==> config.mk <==
export PLATFORM = sky130hd
export DESIGN_NAME = latch_bank_arbiter
export DESIGN_NICKNAME = d
export VERILOG_FILES = /design/src/rtl/latch_bank_arbiter_pkg.sv /design/src/rtl/latch_bank_arbiter_rr_pick.sv /design/src/rtl/latch_bank_arbiter.sv
export SDC_FILE = /design/constraint.sdc
export NUM_CORES = 1
export LEC_CHECK = 0
export CAP_MARGIN = 10
export CORE_ASPECT_RATIO = 2
export CORE_MARGIN = 3
export CORE_UTILIZATION = 40
export DETAILED_ROUTE_END_ITERATION = 10
export PLACE_DENSITY = 0.79
export RECOVER_POWER = 50
export SKIP_LAST_GASP = 1
export SLEW_MARGIN = 20
export SYNTH_ARGS = -nofsm -noshare
export SYNTH_HDL_FRONTEND = slang
export SYNTH_HIERARCHICAL = 1
export SYNTH_SLANG_ARGS = --single-unit
==> constraint.sdc <==
create_clock -name clk -period 2 [get_ports clk]
set_input_delay 0.4 -clock clk [delete_from_list [all_inputs] [get_ports clk]]
set_output_delay 0.4 -clock clk [all_outputs]
set_load 0.01 [all_outputs]
==> src/rtl/latch_bank_arbiter_pkg.sv <==
// Shared definitions for the latch bank arbiter: sequencer state encoding and
// default sizing.
package latch_bank_arbiter_pkg;
  localparam int DEF_NREQ  = 4;
  localparam int DEF_WIDTH = 8;

  // Encoding 2'd3 is unreachable; the sequencer decodes it back to IDLE.
  typedef enum logic [1:0] {
    ST_IDLE  = 2'd0,
    ST_WRITE = 2'd1,
    ST_ACK   = 2'd2,
    ST_RSVD  = 2'd3
  } state_e;
endpackage

==> src/rtl/latch_bank_arbiter_rr_pick.sv <==
// Combinational round-robin picker: first set request after 'last', wrapping.
module rr_pick #(
  parameter int NREQ = 4,
  parameter int IDXW = 2
) (
  input  logic [NREQ-1:0] req_i,
  input  logic [IDXW-1:0] last_i,
  output logic [IDXW-1:0] winner_o,
  output logic            valid_o
);
  always_comb begin
    int idx;
    idx      = 0;
    winner_o = '0;
    valid_o  = |req_i;
    // Walk farthest-to-nearest so the nearest candidate after 'last' wins.
    for (int k = NREQ; k >= 1; k--) begin
      idx = int'(last_i) + k;
      if (idx >= NREQ) idx = idx - NREQ;
      if (req_i[idx]) winner_o = IDXW'(idx);
    end
  end
endmodule

==> src/rtl/latch_bank_arbiter.sv <==
// Round-robin arbitrated writer for one shared q/qbar storage register;
// each grant is a 3-cycle IDLE -> WRITE -> ACK sequence.
module latch_bank_arbiter
  import latch_bank_arbiter_pkg::*;
#(
  parameter int NREQ  = DEF_NREQ,
  parameter int WIDTH = DEF_WIDTH,
  parameter int IDXW  = 2
) (
  input  logic                  clk,
  input  logic                  rst,
  input  logic [NREQ-1:0]       req,
  input  logic [NREQ*WIDTH-1:0] wdata,
  output logic [NREQ-1:0]       ack,
  output logic                  busy,
  output logic [IDXW-1:0]       owner,
  output logic [WIDTH-1:0]      q,
  output logic [WIDTH-1:0]      qbar
);
  state_e                       state_q, state_d;
  logic [IDXW-1:0]              last_q, owner_q, win;
  logic                         any_req;
  logic [WIDTH-1:0]             hold_q, q_q;
  logic [NREQ-1:0]              ack_q;
  logic                         busy_q;
  logic                         cap_en, wr_en, done;
  logic [NREQ-1:0][WIDTH-1:0]   wdata_a;

  assign wdata_a = wdata;

  rr_pick #(.NREQ(NREQ), .IDXW(IDXW)) u_pick (
    .req_i    (req),
    .last_i   (last_q),
    .winner_o (win),
    .valid_o  (any_req)
  );

  always_ff @(posedge clk) begin
    if (rst) state_q <= ST_IDLE;
    else     state_q <= state_d;
  end

  always_comb begin
    state_d = ST_IDLE;
    case (state_q)
      ST_IDLE:  state_d = any_req ? ST_WRITE : ST_IDLE;
      ST_WRITE: state_d = ST_ACK;
      ST_ACK:   state_d = ST_IDLE;
      default:  state_d = ST_IDLE;
    endcase
  end

  always_comb begin
    cap_en = (state_q == ST_IDLE) && any_req;
    wr_en  = (state_q == ST_WRITE);
    done   = (state_q == ST_ACK);
  end

  // Pointer starts at NREQ-1 so requester 0 has first priority out of reset.
  always_ff @(posedge clk) begin
    if (rst) begin
      last_q  <= IDXW'(NREQ - 1);
      owner_q <= '0;
      hold_q  <= '0;
      q_q     <= '0;
      ack_q   <= '0;
      busy_q  <= 1'b0;
    end else begin
      ack_q <= '0;
      if (cap_en) begin
        hold_q  <= wdata_a[win];
        owner_q <= win;
        busy_q  <= 1'b1;
      end
      if (wr_en) begin
        q_q            <= hold_q;
        ack_q[owner_q] <= 1'b1;
      end
      if (done) begin
        last_q <= owner_q;
        busy_q <= 1'b0;
      end
    end
  end

  // Single stored value with a derived complement: q/qbar can never agree.
  assign q     = q_q;
  assign qbar  = ~q_q;
  assign ack   = ack_q;
  assign busy  = busy_q;
  assign owner = owner_q;
endmodule

==> metrics.cfg <==
[place]
place.gp.congestion = 0.778
place_ws_ns = -0.311
place_area_mm2 = 0.00190
dpl.hpwl_mm = 2.42
portBuffers = 60

[global_route]
grt_pass1_wl_mm = 4.70
grt_overflow = 0
grt_max_degree = 16
grt_pass1_vias = 1112
grtUsageTotal = 0.159
antenna_found_initial = 0

[synthesis]
syn_nets = 178
synth_area_leaders = dfxtp_1 43%, mux4_2 14%, nand2_1 10%
async_flop_share = 0
synth_seq_cells = 27
synth-seq-area-share = 0.426
syn_inst = 140
yosysMostFrequentCell = nand2_1
synth_top_cell_by_area = dfxtp_1
synthDistinctLibCells = 27
synth.top_cell.area_share = 0.426
synth-edff-count = 0
postSynthAreaPerCell_um2 = 9.07
ys.flop_type = dfxtp_1
yosysWarningCount = 6
synthTopCellsByCount = 35 x nand2_1, 27 x dfxtp_1, 23 x a21oi_1
synth_area_mm2 = 0.00127

[route]
first_pass_iters = 4
post_drt_wl_per_cell_um = 12.9
routed_wl_mm = 2.99
drtIter0Drc = 19
vias_per_cell = 5.23
via_count = 1208
ant_nets = 0
drcViolationCount = 0

[cts]
clk_path_buf_depth = 2
hold_buffers = 0
cts_tree = done
cts-buffers-inserted = 3
clkTransAtPathRegs_ns = 0.09
root_buffer = clkbuf_8
htree_num_levels = 1
insertion_delay_ns = 0.27
cts.sink_count = 27

[floorplan]
core_mm2 = 0.00301
die_width_um = 45.8
die-area_mm2 = 0.00393
die_h_um = 85.7
ios = 61
start_util = 0.422
row_count = 28

[critical_path]
critPathMaxFanout = 4
required_ns = 2.17
arrival_ns = 2.11
rrSetupSlack_ns = 0.09
endpoint_kind = flip-flop
worstSetupPathType = primary input to flip-flop
start_kind = primary input

[timing]
hold_viol = 0
skew_ns = 0.00437
max_freq_mhz = 515
setup_ws_ns = 0.0570
tightest_slew_ns = 0.524
finalCriticalPeriod_ns = 1.94
maxSlewHeadroom = 0.649
rsz0062_at_grt = no
setup_viol = 0
timing.hold.ws_ns = 0.460
finalCritPeriodShare = 0.972
drv_slew = 0

[flow_run]
cap_viol_max_count = 0

[status]
status = complete, no violations

[hold_path]
worst_hold_path_type = flip-flop to flip-flop

[final_layout]
diodes = 0
final_area_mm2 = 0.00198
layout.nets = 240
area_growth_syn_to_layout_pct = 55.9
drive_gt1_frac = 0.124

[power]
power_density_mw_per_mm2 = 634
vdd_drop_max_uv = 422
p_leak_nw = 0.766

==> sequential cells by signal (all words and copies together) (netlist names) <==
signal   flops
owner        2
hold_q       8
q            8
busy         1
ack          4
state_q      2
last_q       2
==> worst max-delay path: stages <==
cell             delay [ns]
clkdlybuf4s50_1        0.46
o221ai_2               0.30
bufbuf_16              0.32
mux4_2                 0.48
nand2_1                0.08
a21oi_1                0.06
==> routing by layer <==
| layer | global-route usage | vias to the layer above | wire length (um) |
|---|---|---|---|
| met2 | 0.300 | 43 | 1740 |
| met4 | 0.0855 | 0 | 82 |
| li1 | - | 592 | - |
| met1 | 0.153 | 566 | 1040 |
| met5 | 0 | - | 0 |
| met3 | 0.0126 | 7 | 127 |
==> cells by family after synthesis <==
group                  Yosys count  share of synthesized area
buffers and inverters           19                     0.0719
AOI/OAI and AO/OA               29                      0.132
DFF                             27                      0.426
and+or+nand+nor                 56                      0.221
muxes                            9                      0.150
==> area by class of cell <==
cell class,instances,area (um2)
Fill cell,240,1030
Tap cell,30,37.5
Clock buffer,3,41.3
Timing Repair Buffer,66,681
Multi-Input combinational cell,94,636
Sequential cell,27,542
Inverter,10,37.5
Clock inverter,1,5.00
==> repair_timing <==
item / in CTS / in global routing
cloned: 1 / 0
gates resized for setup: 5 / 0
pin swaps: 1 / 1
setup endpoints to repair: 6 / 2
setup buffers: 1 / 0
==> cells in the final DEF (no fill, tap or decap), types with 2 or more instances in the layout <==
cell             synthesis  final
nand2_2                  2      2
clkbuf_8                 0      3
dfxtp_1                 27     26
o21bai_1                 2      2
nor4b_1                  2      2
dlygate4sd2_1            0      2
nor2_1                   6      6
mux4_2                   8      8
inv_1                   10     10
dlygate4sd3_1            0      8
nand2_1                 35     35
nand2b_1                 3      3
a21oi_1                 23     23
clkdlybuf4s50_1          0     49
buf_4                    0      4
==> power breakdown <==
group / leakage (nW) / switching (W) / internal, W
Combinational: 0.520 / 0.000130 / 0.000208
Sequential: 0.221 / 0.0000357 / 0.000579
Clock: 0.0255 / 0.000162 / 0.000139
==> metrics by stage <==
step | cells | TNS, ns | power (W) | util
final | 231 | 0 | 0.00125 | 0.657
after global routing | 231 | 0 | 0.00131 | 0.657
after floorplan | 140 | 0 | 0.000806 | -
after detailed placement | 225 | -2.35 | 0.000956 | 0.630
after CTS | 231 | 0 | 0.00126 | 0.658
after global placement | 225 | -1.96 | 0.000943 | 0.630
==> path summary, 6_finish.rpt <==
check,to,depth (start not counted),startpoint
setup / recovery,hold_q[2],6,req[0]
setup reg to reg,hold_q[2],7,last_q[1]
hold / removal,q[5],2,hold_q[5]
hold reg to reg,q[5],2,hold_q[5]
(Power assumes the default switching activity.)
